### config.mk
export PLATFORM = sky130hd
export DESIGN_NAME = dual_port_ram_pipe
export DESIGN_NICKNAME = d
export VERILOG_FILES = /design/src/rtl/dual_port_ram_pipe.sv
export SDC_FILE = /design/constraint.sdc
export NUM_CORES = 2
export LEC_CHECK = 0
export BUFFER_PORTS_ARGS = -buffer_cell sky130_fd_sc_hd__buf_4
export CAP_MARGIN = 20
export CORE_ASPECT_RATIO = 1.25
export CORE_MARGIN = 1.5
export CORE_UTILIZATION = 64
export DETAILED_ROUTE_END_ITERATION = 10
export PLACE_DENSITY_LB_ADDON = 0.15
export SLEW_MARGIN = 15
export SYNTH_ARGS = -nofsm -noshare
export SYNTH_HDL_FRONTEND = slang
export SYNTH_SLANG_ARGS = --single-unit
### constraint.sdc
create_clock -name i_clk -period 1.9 [get_ports i_clk]
set_input_delay 0.285 -clock i_clk [delete_from_list [all_inputs] [get_ports i_clk]]
set_output_delay 0.285 -clock i_clk [all_outputs]
set_load 0.005 [all_outputs]
### src/rtl/dual_port_ram_pipe.sv
// Purpose : true dual-port RAM, ports A and B share one array and one clock, each with its own write and read pipelines.
// Latency : a write commits WRITE_LANTENCY-1 edges after sampling; read data lands on o_dout READ_LANTENCY-1 edges after sampling.
// Backpr. : none; each port accepts one command per cycle, and both ports can issue commands every cycle.
//
// Ports:
//   i_clk, i_rst_n                   clock (rising edge), asynchronous active-low reset
//   i_ena/i_wea/i_addra/i_dina       port A command: en=1,we=1 write; en=1,we=0 read; en=0 idle
//   i_enb/i_web/i_addrb/i_dinb       port B command, same encoding
//   o_douta, o_doutb                 last read result per port, held until the next read completes
module dual_port_ram_pipe #(
    parameter int ADDR_WIDTH     = 5,
    parameter int DATA_WIDTH     = 32,
    parameter int READ_LANTENCY  = 3,
    parameter int WRITE_LANTENCY = 3
) (
    input  logic                  i_clk,
    input  logic                  i_rst_n,
    input  logic [DATA_WIDTH-1:0] i_dina,
    input  logic [ADDR_WIDTH-1:0] i_addra,
    input  logic                  i_ena,
    input  logic                  i_wea,
    input  logic [DATA_WIDTH-1:0] i_dinb,
    input  logic [ADDR_WIDTH-1:0] i_addrb,
    input  logic                  i_enb,
    input  logic                  i_web,
    output logic [DATA_WIDTH-1:0] o_douta,
    output logic [DATA_WIDTH-1:0] o_doutb
);

    localparam int DEPTH = 1 << ADDR_WIDTH;
    // Pipeline depths.  When a latency is 1, its pipe is never used, but the array keeps at least one entry so it stays legal.
    localparam int WP = (WRITE_LANTENCY > 1) ? WRITE_LANTENCY - 1 : 1;
    localparam int RP = (READ_LANTENCY  > 1) ? READ_LANTENCY  - 1 : 1;

    // Index 0 is port A and index 1 is port B, so both ports share the same code.
    logic [1:0]            en;
    logic [1:0]            we;
    logic [ADDR_WIDTH-1:0] addr [2];
    logic [DATA_WIDTH-1:0] din  [2];

    assign en      = {i_enb, i_ena};
    assign we      = {i_web, i_wea};
    assign addr[0] = i_addra;
    assign addr[1] = i_addrb;
    assign din[0]  = i_dina;
    assign din[1]  = i_dinb;

    logic [DATA_WIDTH-1:0] mem_q     [DEPTH];
    logic                  wp_vld_q  [2][WP];
    logic [ADDR_WIDTH-1:0] wp_addr_q [2][WP];
    logic [DATA_WIDTH-1:0] wp_dat_q  [2][WP];
    logic                  rp_vld_q  [2][RP];
    logic [DATA_WIDTH-1:0] rp_dat_q  [2][RP];
    logic [DATA_WIDTH-1:0] dout_q    [2];

    logic [1:0]            rd_vld_d;
    logic [DATA_WIDTH-1:0] rd_dat_d  [2];
    logic [1:0]            cm_vld_d;
    logic [ADDR_WIDTH-1:0] cm_addr_d [2];
    logic [DATA_WIDTH-1:0] cm_dat_d  [2];
    logic [1:0]            fin_vld_d;
    logic [DATA_WIDTH-1:0] fin_dat_d [2];

    always_comb begin
        for (int p = 0; p < 2; p++) begin
            // The array is read before this edge's commit lands, so a read that collides with a commit returns the old word.
            rd_vld_d[p] = en[p] & ~we[p];
            rd_dat_d[p] = mem_q[addr[p]];
            if (WRITE_LANTENCY == 1) begin
                cm_vld_d[p]  = en[p] & we[p];
                cm_addr_d[p] = addr[p];
                cm_dat_d[p]  = din[p];
            end else begin
                cm_vld_d[p]  = wp_vld_q[p][WP-1];
                cm_addr_d[p] = wp_addr_q[p][WP-1];
                cm_dat_d[p]  = wp_dat_q[p][WP-1];
            end
            if (READ_LANTENCY == 1) begin
                fin_vld_d[p] = rd_vld_d[p];
                fin_dat_d[p] = rd_dat_d[p];
            end else begin
                fin_vld_d[p] = rp_vld_q[p][RP-1];
                fin_dat_d[p] = rp_dat_q[p][RP-1];
            end
        end
    end

    // Write and read pipelines, plus the output hold registers.
    always_ff @(posedge i_clk or negedge i_rst_n) begin
        if (!i_rst_n) begin
            for (int p = 0; p < 2; p++) begin
                for (int k = 0; k < WP; k++) begin
                    wp_vld_q[p][k]  <= 1'b0;
                    wp_addr_q[p][k] <= '0;
                    wp_dat_q[p][k]  <= '0;
                end
                for (int k = 0; k < RP; k++) begin
                    rp_vld_q[p][k] <= 1'b0;
                    rp_dat_q[p][k] <= '0;
                end
                dout_q[p] <= '0;
            end
        end else begin
            for (int p = 0; p < 2; p++) begin
                wp_vld_q[p][0]  <= en[p] & we[p];
                wp_addr_q[p][0] <= addr[p];
                wp_dat_q[p][0]  <= din[p];
                for (int k = 1; k < WP; k++) begin
                    wp_vld_q[p][k]  <= wp_vld_q[p][k-1];
                    wp_addr_q[p][k] <= wp_addr_q[p][k-1];
                    wp_dat_q[p][k]  <= wp_dat_q[p][k-1];
                end
                rp_vld_q[p][0] <= rd_vld_d[p];
                rp_dat_q[p][0] <= rd_dat_d[p];
                for (int k = 1; k < RP; k++) begin
                    rp_vld_q[p][k] <= rp_vld_q[p][k-1];
                    rp_dat_q[p][k] <= rp_dat_q[p][k-1];
                end
                // The output changes only when a read finishes, and otherwise holds its last value.
                if (fin_vld_d[p]) begin
                    dout_q[p] <= fin_dat_d[p];
                end
            end
        end
    end

    // Storage array.  Port A's commit comes last, so it wins when both ports commit to the same address on the same edge.
    always_ff @(posedge i_clk or negedge i_rst_n) begin
        if (!i_rst_n) begin
            for (int i = 0; i < DEPTH; i++) begin
                mem_q[i] <= '0;
            end
        end else begin
            if (cm_vld_d[1]) begin
                mem_q[cm_addr_d[1]] <= cm_dat_d[1];
            end
            if (cm_vld_d[0]) begin
                mem_q[cm_addr_d[0]] <= cm_dat_d[0];
            end
        end
    end

    assign o_douta = dout_q[0];
    assign o_doutb = dout_q[1];

endmodule

# Word level (Yosys, flattened, before mapping)
# Index checks and enable logic that the tools add are counted.
[op_classes] magnitude_cmp=6 muxes=14 bitwise_logic=10 reduce_logical=2
[ops] cell="$bwmux W1024" count=2
[ops] cell="$mux W1024" count=2
[ops] cell="$bmux W32 S5" count=2
[ops] cell="$demux W32 S5" count=2
[ops] cell="$mux W32" count=6
[ops] cell="$ge A6 B6 Y1 const B" count=4
[ops] cell="$not A5 Y6" count=4
[ops] cell="$lt A6 B1 Y1 const B" count=2
[ops] cell="$and A1 B1 Y1" count=4
[ops] cell="$logic_and A1 B1 Y1" count=2
[ops] cell="$not A1 Y1" count=2
[word_totals] ff_bits=1372 output_inout_bits=64

# Depth between registers and ports, before layout
[logic_depth] ltp_word=9 depth_mapped=8 ltp_nobuf=5

# Worst setup path before layout
# OpenSTA, ideal clock, no wires.
[synth_timing] path_type="reg2reg" start="register wp_addr_q (netlist bit cm_addr_d[0])" end="register mem_q[226] in the netlist's numbering" t_arrival_ns=1.603 slack_ns=0.160 stages_incl_launch_ff=8 period_less_slack_ns=1.740 path_cell_list="dfrtp_1 > buf_6 > or3b_1 > buf_6 > nor2_8 > buf_12 > mux2i_1 > a21oi_1"
[synth_between] elab_chain_len=9 elab_cells_between_ends=10
[synth_lines] element="from (decl)" line="50" rtl="logic [ADDR_WIDTH-1:0] wp_addr_q [2][WP];"
[synth_lines] element="from (signal, indexed assignment)" line="106" rtl="wp_addr_q[p][0] <= addr[p];"
[synth_lines] element="from (signal, indexed assignment)" line="110" rtl="wp_addr_q[p][k] <= wp_addr_q[p][k-1];"
[synth_lines] element="$not A5 Y6 (implied by the code) (*)" line="135" rtl="mem_q[cm_addr_d[1]] <= cm_dat_d[1];"
[synth_lines] element="$ge A6 B6 Y1 (implied by the code) / $lt A6 B1 Y1 (equally long branches)" line="135"
[synth_lines] element="$logic_and A1 B1 Y1 (implied by the code)" line="135"
[synth_lines] element="$mux W32 (implied by the code)" line="135"
[synth_lines] element="$demux W32 S5 (*)" line="135"
[synth_lines] element="$bwmux W1024 (*)" line="135"
[synth_lines] element="$mux W1024 (*)" line="134" rtl="if (cm_vld_d[1]) begin"
[synth_lines] element="$bwmux W1024" line="138" rtl="mem_q[cm_addr_d[0]] <= cm_dat_d[0];"
[synth_lines] element="$mux W1024 (*)" line="137" rtl="if (cm_vld_d[0]) begin"
[synth_lines] element="to (signal, indexed assignment)" line="135"
[synth_lines] element="to (signal, indexed assignment)" line="138"
[synth_lines] element="to (decl)" line="48" rtl="logic [DATA_WIDTH-1:0] mem_q [DEPTH];"
# Mark *: on every way between the ends. The rest lies on a longest branch, timed or not.
# A chain may end at the register's enable or synchronous reset.

# Worst setup path after layout
[layout_timing] start="register wp_addr_q (netlist bit cm_addr_d[1])" end="register mem_q[852] in the netlist's numbering"
# The elaborated chain is that of the path after synthesis.

==> summary.md <==
| Metric | Value |
|---|---|
| Status | `finished with violations` |
| Failing checks | `negative setup slack` |
| Die footprint | `119000 um2` |
| Routed len/inst | `30.1 um` |
| Drt pass-1 iters | `10` |
| DRC violations left | `0` |
| Die Span X | `309 um` |
| Core area | `116000 um2` |
| HPWL after DPL | `171 mm` |
| Placed insts | `8972` |
| Final setup violation count | `120` |
| RSZ-0062 raised after global routing | `yes` |
| Worst Path Max Fanout | `18` |
| Crit. End Element | `flip-flop` |
| Port bufs | `143` |
| Layout cell share with drive strength beyond 1 | `15.4%` |
| Leading area contributor after synthesis | `dfrtp_1` |
| Post-route ant nets | `0` |
| Commonest non-fill, non-tap cell in the layout | `mux2i_1` |
| Finished Layout Cells | `9363` |
| Setup TNS | `-3480 ps` |
| First-pass GRT wire length | `405 mm` |
| Root Driver | `clkbuf_16` |
| Post-Route WL | `282 mm` |
| Largest cells by area after synthesis | `dfrtp_1 (46%), mux2i_1 (27%), a21oi_1 (4.7%)` |
| Post-synthesis async set-or-reset flop share | `100%` |
| Synth Cell Area | `74900 um2` |
| Worst path required time | `2550 ps` |
| Clock buffer depth | `3` |
| Tmin final | `2090 ps` |
| Worst Skew | `35.2 ps` |
| Yosys cell types | `38` |
| Global route overflow | `0` |
| FMAX | `478 MHz` |
| H-tree depth | `4` |
| Clk sinks | `1372` |
| FF-to-FF path depth | `6` |
| Vias per cell | `6.88` |
| Power, Total | `87.8 mW` |
| Place WS | `-281 ps` |
| Clock Pin Slew Worst Setup and Hold Paths | `70 ps` |
| Syn Nets | `7515` |
| Met3 routed WL | `36.7 mm` |
| Fraction of the mapped netlist area in adder cells | `0%` |
| Design area | `89100 um2` |
| Routed length on met2 | `120 mm` |
| Number of synthesized flops with an enable pin | `0` |
| Gpl congestion | `0.959` |
| XOR/XNOR Fraction of Synth Area | `0%` |
| CP Launch Type | `flip-flop` |
| Tightest Pin Transition | `823 ps` |
| Commonest non-fill, non-tap cells in the layout | `mux2i_1 (2034), dfrtp_1 (1366), nand2_1 (708), a21oi_1 (700), nor2_1 (515)` |
| Nets | `7765` |
| Wl on met1 | `97.5 mm` |
| Syn. warnings | `0` |
| Initial drt markers | `9287` |
| Post-synth top flop | `dfrtp_1` |
| Crit path kind | `reg2reg` |
| Syn Area/Cell | `10.1 um2` |
| Final hold violation count | `0` |
| Area growth from synthesis to layout | `19.0%` |
| GRT Overall Usage | `46.0%` |
| Synthesized instance count | `7435` |
| Worst vdd ir | `0.892 mV` |
| Placed Area | `82300 um2` |
| Via count | `64.4k` |
| PD cells | `986 nW/um2` |
| Later-pin clock latency in the skew report | `810 ps` |
| Row Count | `140` |
| Util after Layout | `76.6%` |
| Top Layer Used | `met5` |
| Slew headroom | `45.1%` |
| CTS buffer count | `142` |
| Die Y | `385 um` |
| Multiplexer share of the synthesized area | `28.3%` |
| Vias in the first global route | `63.5k` |
| Compound-gate portion of the synthesized area | `12.1%` |
| WP data arrival | `2740 ps` |
| Largest family of logic cells by synthesized area | `multiplexers` |
| Post-synthesis sequential area ratio | `45.9%` |
| WHS | `46.6 ps` |
| Final Cycle Share | `110%` |
| Synth top area share | `45.9%` |
| Max_cap viols | `0` |
| Largest net degree at the start of global routing | `85` |
| Initial antenna violation count | `5` |
| Worst hold path type | `in2async` |
| Yosys reg bits | `1372` |
| Final Max Slew Viols | `0` |
| Ports | `144` |
| Final WS setup | `-193 ps` |
| Starting density of the core | `64.4%` |
| CTS tree | `yes` |
| Leakage power | `43.0 nW` |
| Simple-Gate Fraction of Synth Area | `8.96%` |
==> power by group <==
part	leakage [nW]	internal (mW)	switching, mW	total (mW)
Sequential	17.2	35.3	5.00	40.3
Clock	2.37	17.1	12.4	29.5
Combinational	23.5	8.63	9.35	18.0
Total	43.0	61.1	26.7	87.8
==> final timing paths <==
check,start,to,slack [ps]
min,i_rst_n,fin_vld_d[1],50
max,cm_addr_d[1],mem_q[852],-190
min in group i_clk,i_addrb[1],wp_addr_q[6],50
max in group asynchronous,i_rst_n,cm_dat_d[14],780
max reg2reg,cm_addr_d[1],mem_q[852],-190
min reg2reg,rp_dat_q[36],fin_dat_d[4],330
==> cells in the mapped netlist (8+ instances only) <==
cell type and number:
mux2i_1 2048, dfrtp_1 1372, nand2_1 742, a21oi_1 704, nor2_1 522, clkbuf_1 411, o21ai_0 316, buf_2 251
o21ai_1 196, nand3_1 194, a22oi_1 192, a22o_1 128, nor3_1 65, a31oi_1 64, mux2_2 64, buf_1 37
buf_4 31, buf_6 14, nor2_2 14, nor2_8 8
==> metal layers <==
layer	vias to the layer above	GRT usage (%)
met4	2	35.1
li1	26855	-
met5	-	0
met1	31239	57.4
met2	4766	67.9
met3	1511	13.1
==> area by class of cell <==
| type | count | area [um2] |
|---|---|---|
| Antenna cell | 3 | 7.51 |
| Fill cell | 7754 | 27200 |
| Clock buffer | 194 | 4080 |
| Tap cell | 1562 | 1950 |
| Sequential cell | 1372 | 34300 |
| Timing Repair Buffer | 865 | 10400 |
| Multi-Input combinational cell | 5304 | 37500 |
| Clock inverter | 63 | 768 |
==> kinds of logic after synthesis <==
logic type | Yosys count
buffers and inverters | 759
multiplexers | 2112
flip-flops | 1372
AO/OA/AOI/OAI | 1600
AND/OR/NAND/NOR | 1592
==> critical path, cell delays in order (launching register included) <==
cell,delay (ps)
dfrtp_1,430
buf_6,140
and3b_1,420
nand2_2,160
buf_12,220
mux2i_1,140
o21ai_0,410
==> state kept, by name (all words and copies together), names as in the netlist <==
name / flops
mem_q: 1024
cm_dat_d: 64
fin_dat_d: 64
rp_dat_q: 64
wp_dat_q: 64
o_douta: 32
o_doutb: 32
cm_addr_d: 10
wp_addr_q: 10
cm_vld_d: 2
fin_vld_d: 2
rp_vld_q: 2
wp_vld_q: 2
==> timing repair <==
action	4_1_cts	5_1_grt
endpoints found under the hold margin	1073	0
pin swaps	8	120
hold buffers	79	0
buffers inserted	5	28
gates resized for setup	22	44
gates cloned	4	17
setup endpoints to repair	288	374
No activity file was read; power rests on OpenSTA's default activity.
